--- src/rtl/thunderbird.sv ---
// -----------------------------------------------------------------------------
// thunderbird -- sequential turn-signal / hazard lamp controller
//
// Moore FSM that drives three left lamps and three right lamps in the
// classic "sweeping outward" pattern. A free-running step counter sets the
// pace: the FSM only moves on a step, and each lamp pattern is held for
// STEP_CYCLES clock cycles.
//
// Parameters
//   STEP_CYCLES : clock cycles per lamp pattern (1..65535)
//
// Ports
//   Clk    in   system clock, rising edge
//   reset  in   asynchronous reset, active low
//   left   in   left-turn request (level, sampled at steps in IDLE only)
//   right  in   right-turn request (level, sampled at steps in IDLE only)
//   L      out  left lamps  {LA,LB,LC}, LA innermost, 1 = lit
//   R      out  right lamps {RA,RB,RC}, RA innermost, 1 = lit
// -----------------------------------------------------------------------------
module thunderbird #(
   parameter int unsigned STEP_CYCLES = 1
) (
   input  logic       Clk,
   input  logic       reset,
   input  logic       left,
   input  logic       right,
   output logic [2:0] L,
   output logic [2:0] R
);

   typedef enum logic [2:0] {
      IDLE = 3'd0,
      L1   = 3'd1,
      L2   = 3'd2,
      L3   = 3'd3,
      R1   = 3'd4,
      R2   = 3'd5,
      R3   = 3'd6,
      HAZ  = 3'd7
   } state_t;

   // Terminal count of the step counter; 16 bits covers the full range.
   localparam logic [15:0] STEP_LAST = 16'(STEP_CYCLES - 1);

   state_t      state;
   state_t      state_nxt;
   logic [15:0] cnt;
   logic        step;

   assign step = (cnt == STEP_LAST);

   // Free-running pacing counter; wraps exactly when a step fires.
   always_ff @(posedge Clk or negedge reset) begin
      if (!reset) begin
         cnt <= '0;
      end else if (step) begin
         cnt <= '0;
      end else begin
         cnt <= cnt + 16'd1;
      end
   end

   always_ff @(posedge Clk or negedge reset) begin
      if (!reset) begin
         state <= IDLE;
      end else begin
         state <= state_nxt;
      end
   end

   // Next state. Sequences run unconditionally once started; requests are
   // only looked at from IDLE. The default arm catches any corrupted
   // encoding and returns to IDLE without waiting for a step.
   always_comb begin
      state_nxt = state;
      case (state)
         IDLE: begin
            if (step) begin
               if (left && right)  state_nxt = HAZ;
               else if (left)      state_nxt = L1;
               else if (right)     state_nxt = R1;
               else                state_nxt = IDLE;
            end
         end
         L1:  if (step) state_nxt = L2;
         L2:  if (step) state_nxt = L3;
         L3:  if (step) state_nxt = IDLE;
         R1:  if (step) state_nxt = R2;
         R2:  if (step) state_nxt = R3;
         R3:  if (step) state_nxt = IDLE;
         HAZ: if (step) state_nxt = IDLE;
         default: state_nxt = IDLE;
      endcase
   end

   // Lamp decode from the state register only: no input-to-output path,
   // and only HAZ lights both sides.
   always_comb begin
      L = 3'b000;
      R = 3'b000;
      case (state)
         L1:  L = 3'b100;
         L2:  L = 3'b110;
         L3:  L = 3'b111;
         R1:  R = 3'b100;
         R2:  R = 3'b110;
         R3:  R = 3'b111;
         HAZ: begin
            L = 3'b111;
            R = 3'b111;
         end
         default: begin
            L = 3'b000;
            R = 3'b000;
         end
      endcase
   end

endmodule

--- config.mk ---
export PLATFORM = sky130hd
export DESIGN_NAME = thunderbird
export DESIGN_NICKNAME = d
export VERILOG_FILES = /design/src/rtl/thunderbird.sv
export SDC_FILE = /design/constraint.sdc
export NUM_CORES = 1
export LEC_CHECK = 0
export ABC_AREA = 1
export BUFFER_PORTS_ARGS = -buffer_cell sky130_fd_sc_hd__buf_2
export CAP_MARGIN = 10
export CORE_MARGIN = 1
export CORE_UTILIZATION = 50
export CTS_CLUSTER_SIZE = 24
export DETAILED_ROUTE_END_ITERATION = 12
export PLACE_DENSITY = 0.69
export SLEW_MARGIN = 20
export SYNTH_ARGS = -nofsm -noshare
export SYNTH_HDL_FRONTEND = slang
export SYNTH_SLANG_ARGS = --single-unit
--- constraint.sdc ---
create_clock -name Clk -period 1.5 [get_ports Clk]
set_input_delay 0.15 -clock Clk [delete_from_list [all_inputs] [get_ports Clk]]
set_output_delay 0.15 -clock Clk [all_outputs]
set_load 0.01 [all_outputs]
==> Yosys cells after proc, flatten, opt, wreduce, memory -nomap -nowiden <==
Index checks and enable logic that the tools add are counted.
W data, S select, Z words.
{ "totals": {"ff_bits": 19, "latchBits": 0, "ram_bits": 0, "rom_bits": 0, "in_bits": 4, "out_inout_bits": 6, "word_cells": 36, "memories": 0} }
{ "classes": {"n_addsub": 1, "n_mul": 0, "div_mod_pow": 0, "order_cmp": 0, "n_eq_ne": 13, "n_shift": 0, "mux": 13, "n_bitwise": 0, "reduce_logical": 7} }
{ "ops": {"columns": ["cell", "n"], "rows": [
  ["$mux W3", 9],
  ["$pmux W3 S3", 2],
  ["$pmux W3 S6", 1],
  ["$add A16 B1 Y16 const B", 1],
  ["$logic_not A16 Y1", 1],
  ["$mux W16", 1],
  ["$eq A3 B3 Y1 const B", 4],
  ["$ne A2 B2 Y1 const B", 5],
  ["$eq A3 B2 Y1 const B", 2],
  ["$reduce_and A6 Y1", 1],
  ["$reduce_or A2 Y1", 2],
  ["$eq A3 B1 Y1 const B", 1],
  ["$logic_not A3 Y1", 1],
  ["$reduce_or A3 Y1", 1],
  ["$ne A2 B1 Y1 const B", 1],
  ["$logic_and A1 B1 Y1", 1]
]} }

==> Depth between registers and ports, before layout <==
{ "logic_depth": {"ltp_word": 5, "depth_mapped": 7} }

==> Worst setup path before layout <==
No wires, ideal clock.
{ "synth_path": {"kind": "flip-flop to flip-flop", "start": "reg cnt[0]", "end": "reg cnt[0]", "setup_time_ns": 0.125, "t_arrival_ns": 1.155, "path_slack_ns": 0.220, "path_stages_with_launch": 8, "n_path_buf": 0, "period_less_slack_ns": 1.280, "cell_sequence": "dfrtp_1 -> inv_2 -> ha_1 -> nand3_1 -> nor2_1 -> nand2_1 -> inv_1 -> nor2_1"} }
{ "synth_via": {"elab_chain_cells": 2} }
{ "synth_lines": {"columns": ["item", "line_no", "source"], "rows": [
  ["from (decl)", "47", "logic [15:0] cnt;"],
  ["from (signal assigned)", "59", "cnt <= cnt + 16'd1;"],
  ["$add A16 B1 Y16 or $logic_not A16 Y1 (tied branches)", "59, 50", null],
  ["$mux W16 (*)", "56", "end else if (step) begin"]
]} }
Mark *: on every way between the ends. The rest lies on a longest branch, timed or not.
A chain may end at the register's enable or synchronous reset.

==> Worst setup path in the final report <==
{ "layout_path": {"start": "reg state[2]", "end": "out L[1]"} }
{ "layout_via": {"elab_chain_cells": 3} }
{ "layout_lines": {"columns": ["item", "line_no", "source"], "rows": [
  ["from (decl)", "45", "state_t state;"],
  ["from (signal assigned)", "67", "state <= state_nxt;"],
  ["$eq A3 B3 Y1 or $eq A3 B2 Y1 (tied branches)", "101", "case (state)"],
  ["$reduce_or A2 Y1 (no source line)", null, null],
  ["$pmux W3 S3 (*)", "101", null],
  ["to (decl)", "27", "output logic [2:0] L,"]
]} }
Marked as above.

==> results.json <==
{
  "crit_path_top_delay_cell": "dfrtp_1",
  "cts_tree": "done",
  "overflow": 0,
  "pwr-share-clk_pct": 21.4,
  "synth_most_common_cell": "nand2_1",
  "start_util_pct": 54.8,
  "synthCells": 158,
  "maxSlewViolCount": 0,
  "drt-initial-drc-count": 25,
  "htreeDepth": 1,
  "setup_slack_ps": 131,
  "leakage_nw": 0.647,
  "first_global_vias": 944,
  "clk_latency_ps": 310,
  "cp-end-kind": "output port",
  "totalWireLength_um": 2270,
  "area_growth_pct": 11.7,
  "num_io_pins": 10,
  "cts_buffers": 3,
  "synth-seq-cells": 19,
  "yosys.area.top_type": "dfrtp_1",
  "row_count": 16,
  "n_fill_cell": 201,
  "grt_first_pass_wirelength_um": 4050,
  "vias": 981,
  "p_per_area_nw_per_um2": 990,
  "synth-edff-count": 0,
  "final.setup.tns_ps": 0,
  "cts-root-buf": "clkbuf_4",
  "cp_cell_sequence": "inv_1, nand2_1, nand2_1, buf_2",
  "worstPathBufferInverterCount": 2,
  "cts_buffer_depth": 2,
  "hold_ws_ps": 208,
  "status": "finished clean",
  "post_cts_buffers": 0,
  "required_ps": 1350,
  "drc_errors": 0,
  "critPathKind": "register to output port",
  "fmax_ghz": 0.731,
  "setup_violations": 0,
  "async_flop_share_pct": 100,
  "yosys-top-cells-area": "dfrtp_1 (42%), nand2_1 (14%), nor2_1 (8.7%)",
  "irDropWorstVdd_uv": 835,
  "ys_seq_area_share_pct": 42.5,
  "dieArea_um2": 2430,
  "skew_ps": 7.52,
  "crit_fanout": 7,
  "grt_max_degree": 20,
  "start_kind": "register",
  "core_area_um2": 2040,
  "post-route-util_pct": 61.3,
  "finalCriticalPeriod_ps": 1370,
  "cap_violations": 0,
  "worst_pin_slew_ps": 420,
  "synth_top_area_share_pct": 42.5,
  "fp.dieH_um": 49.3,
  "hold_path.class": "input port to register",
  "vias_per_cell": 4.91,
  "switching_power_mw": 0.446,
  "switching_share_pct": 36.0,
  "drt_first_pass_iters": 4,
  "netlist_area_um2": 1120,
  "yosysWarnings": 0,
  "netlist_top_cells_count": "nand2_1 (43), nor2_1 (26), inv_1 (25)",
  "timing.slew.headroom_pct": 72.0,
  "syn_area_per_cell_um2": 7.09,
  "hold_viol": 0,
  "cts.sinks": 19,
  "power_frac_seq_pct": 49.3,
  "grt.total_usage_pct": 22.2,
  "die-width_um": 49.3,
  "portBuffers": 9,
  "post-dp-hpwl_um": 1770,
  "rsz0062_at_grt": "no",
  "min_period_over_period_pct": 91.3,
  "antenna_left": 0,
  "p_comb_share_pct": 29.2,
  "post_drt_wl_per_cell_um": 11.3,
  "antenna_found_initial": 0,
  "crit_family": "flip-flops",
  "place.gp.congestion": 0.890,
  "synthFlopType": "dfrtp_1",
  "p_int_mw": 0.793,
  "dp_slack_ps": 142,
  "path_common_cell": "nand2_1",
  "synth_fp_nets": 164,
  "worstPathArrival_ps": 1220,
  "drive_gt1_share_pct": 16.2,
  "diodes": 0,
  "synth.distinct_cells": 19,
  "nets": 180,
  "cpPeakStageDelay_ps": 470,
  "cts.clk_slew.worst_paths_ps": 110
}
-- worst paths after layout --
path | startpoint | to | slack (ps) | depth (start not counted)
worst max-delay path | state[2] | L[1] | 130 | 4
max in group asynchronous | reset | cnt[0] | 890 | 2
worst min register to register | cnt[14] | cnt[14] | 520 | 2
min in group asynchronous | reset | cnt[4] | 290 | 2
worst min-delay path | left | state[1] | 210 | 5
worst max register to register | cnt[0] | cnt[0] | 170 | 7
-- routing by layer --
layer  global-route usage, %  vias up  wire, µm
li1                        -      513         -
met1                    27.2      451      1060
met2                    38.4       15      1100
met3                    6.54        2        93
met4                    4.41        0        15
met5                       0        -         0
-- layout make-up --
cell class	instances	area [µm²]	share of cell area, %
clock buffers	3	22.5	1.80
clock inverters	1	5.00	0.400
inverters	26	97.6	7.80
multi-input cells	112	546	43.6
flip-flops and latches	19	477	38.1
well taps	27	33.8	2.70
repair buffers	12	70.1	5.60
-- per-stage QoR --
step	std cells	instance area, µm²	total power [mW]
final	200	1250	1.24
after global routing	200	1250	1.34
after CTS	200	1250	1.24
after detailed placement	195	1210	0.974
after global placement	195	1210	0.968
after floorplan	158	1120	0.850
-- sequential cells by signal, indices dropped and copies added, names as in the netlist --
signal and flops:
state 3, cnt 16
-- cells by family (layout without fill, tap and decap cells) --
group	after synthesis	after routing	synth area share (%)
flops	19	19	42.5
simple gates	101	101	40.0
xor+xnor	6	6	4.69
compound gates	3	3	1.56
fa+ha+maj	2	2	2.23
buf+inv	27	42	9.05
-- layout by cell type (no fill, tap or decap) --
| cell type | synthesis | final |
|---|---|---|
| nor3_1 | 3 | 3 |
| dlygate4sd3_1 | 0 | 1 |
| o21ai_1 | 1 | 1 |
| buf_4 | 0 | 2 |
| clkinv_2 | 0 | 1 |
| nor2_1 | 26 | 25 |
| inv_1 | 25 | 25 |
| nand2_1 | 43 | 43 |
| dfrtp_1 | 19 | 18 |
| nor2_4 | 1 | 1 |
| xnor2_1 | 2 | 2 |
| ha_1 | 2 | 2 |
| nand4_1 | 6 | 6 |
| o21bai_1 | 1 | 1 |
| dfrtp_2 | 0 | 1 |
| nand3_1 | 13 | 13 |
| nor2_2 | 4 | 5 |
| inv_2 | 1 | 1 |
| nor3_2 | 1 | 1 |
| nand2_2 | 4 | 4 |
| clkbuf_4 | 0 | 3 |
| xor2_1 | 4 | 4 |
| a21oi_1 | 1 | 1 |
| buf_2 | 0 | 9 |
-- timing repair --
action	4_1_cts	5_1_grt
gates resized for setup	0	2
setup endpoints to repair	0	4
endpoints found under the hold margin	19	0
hold buffers	1	0
-- power by group through the flow --
stage               Clock, mW  Sequential, mW  Combinational (mW)
detailed placement          0           0.614               0.360
floorplan                   0           0.601               0.250
CTS                     0.273           0.604               0.362
finish                  0.265           0.611               0.362
global placement            0           0.612               0.356
global route            0.297           0.621               0.419
-- worst min-delay path, delay by kind of cell --
kind	cells	cell delay (ps)
AND/OR/NAND/NOR	4	240
buffers and inverters	1	110
No activity file was read; power rests on OpenSTA's default activity.
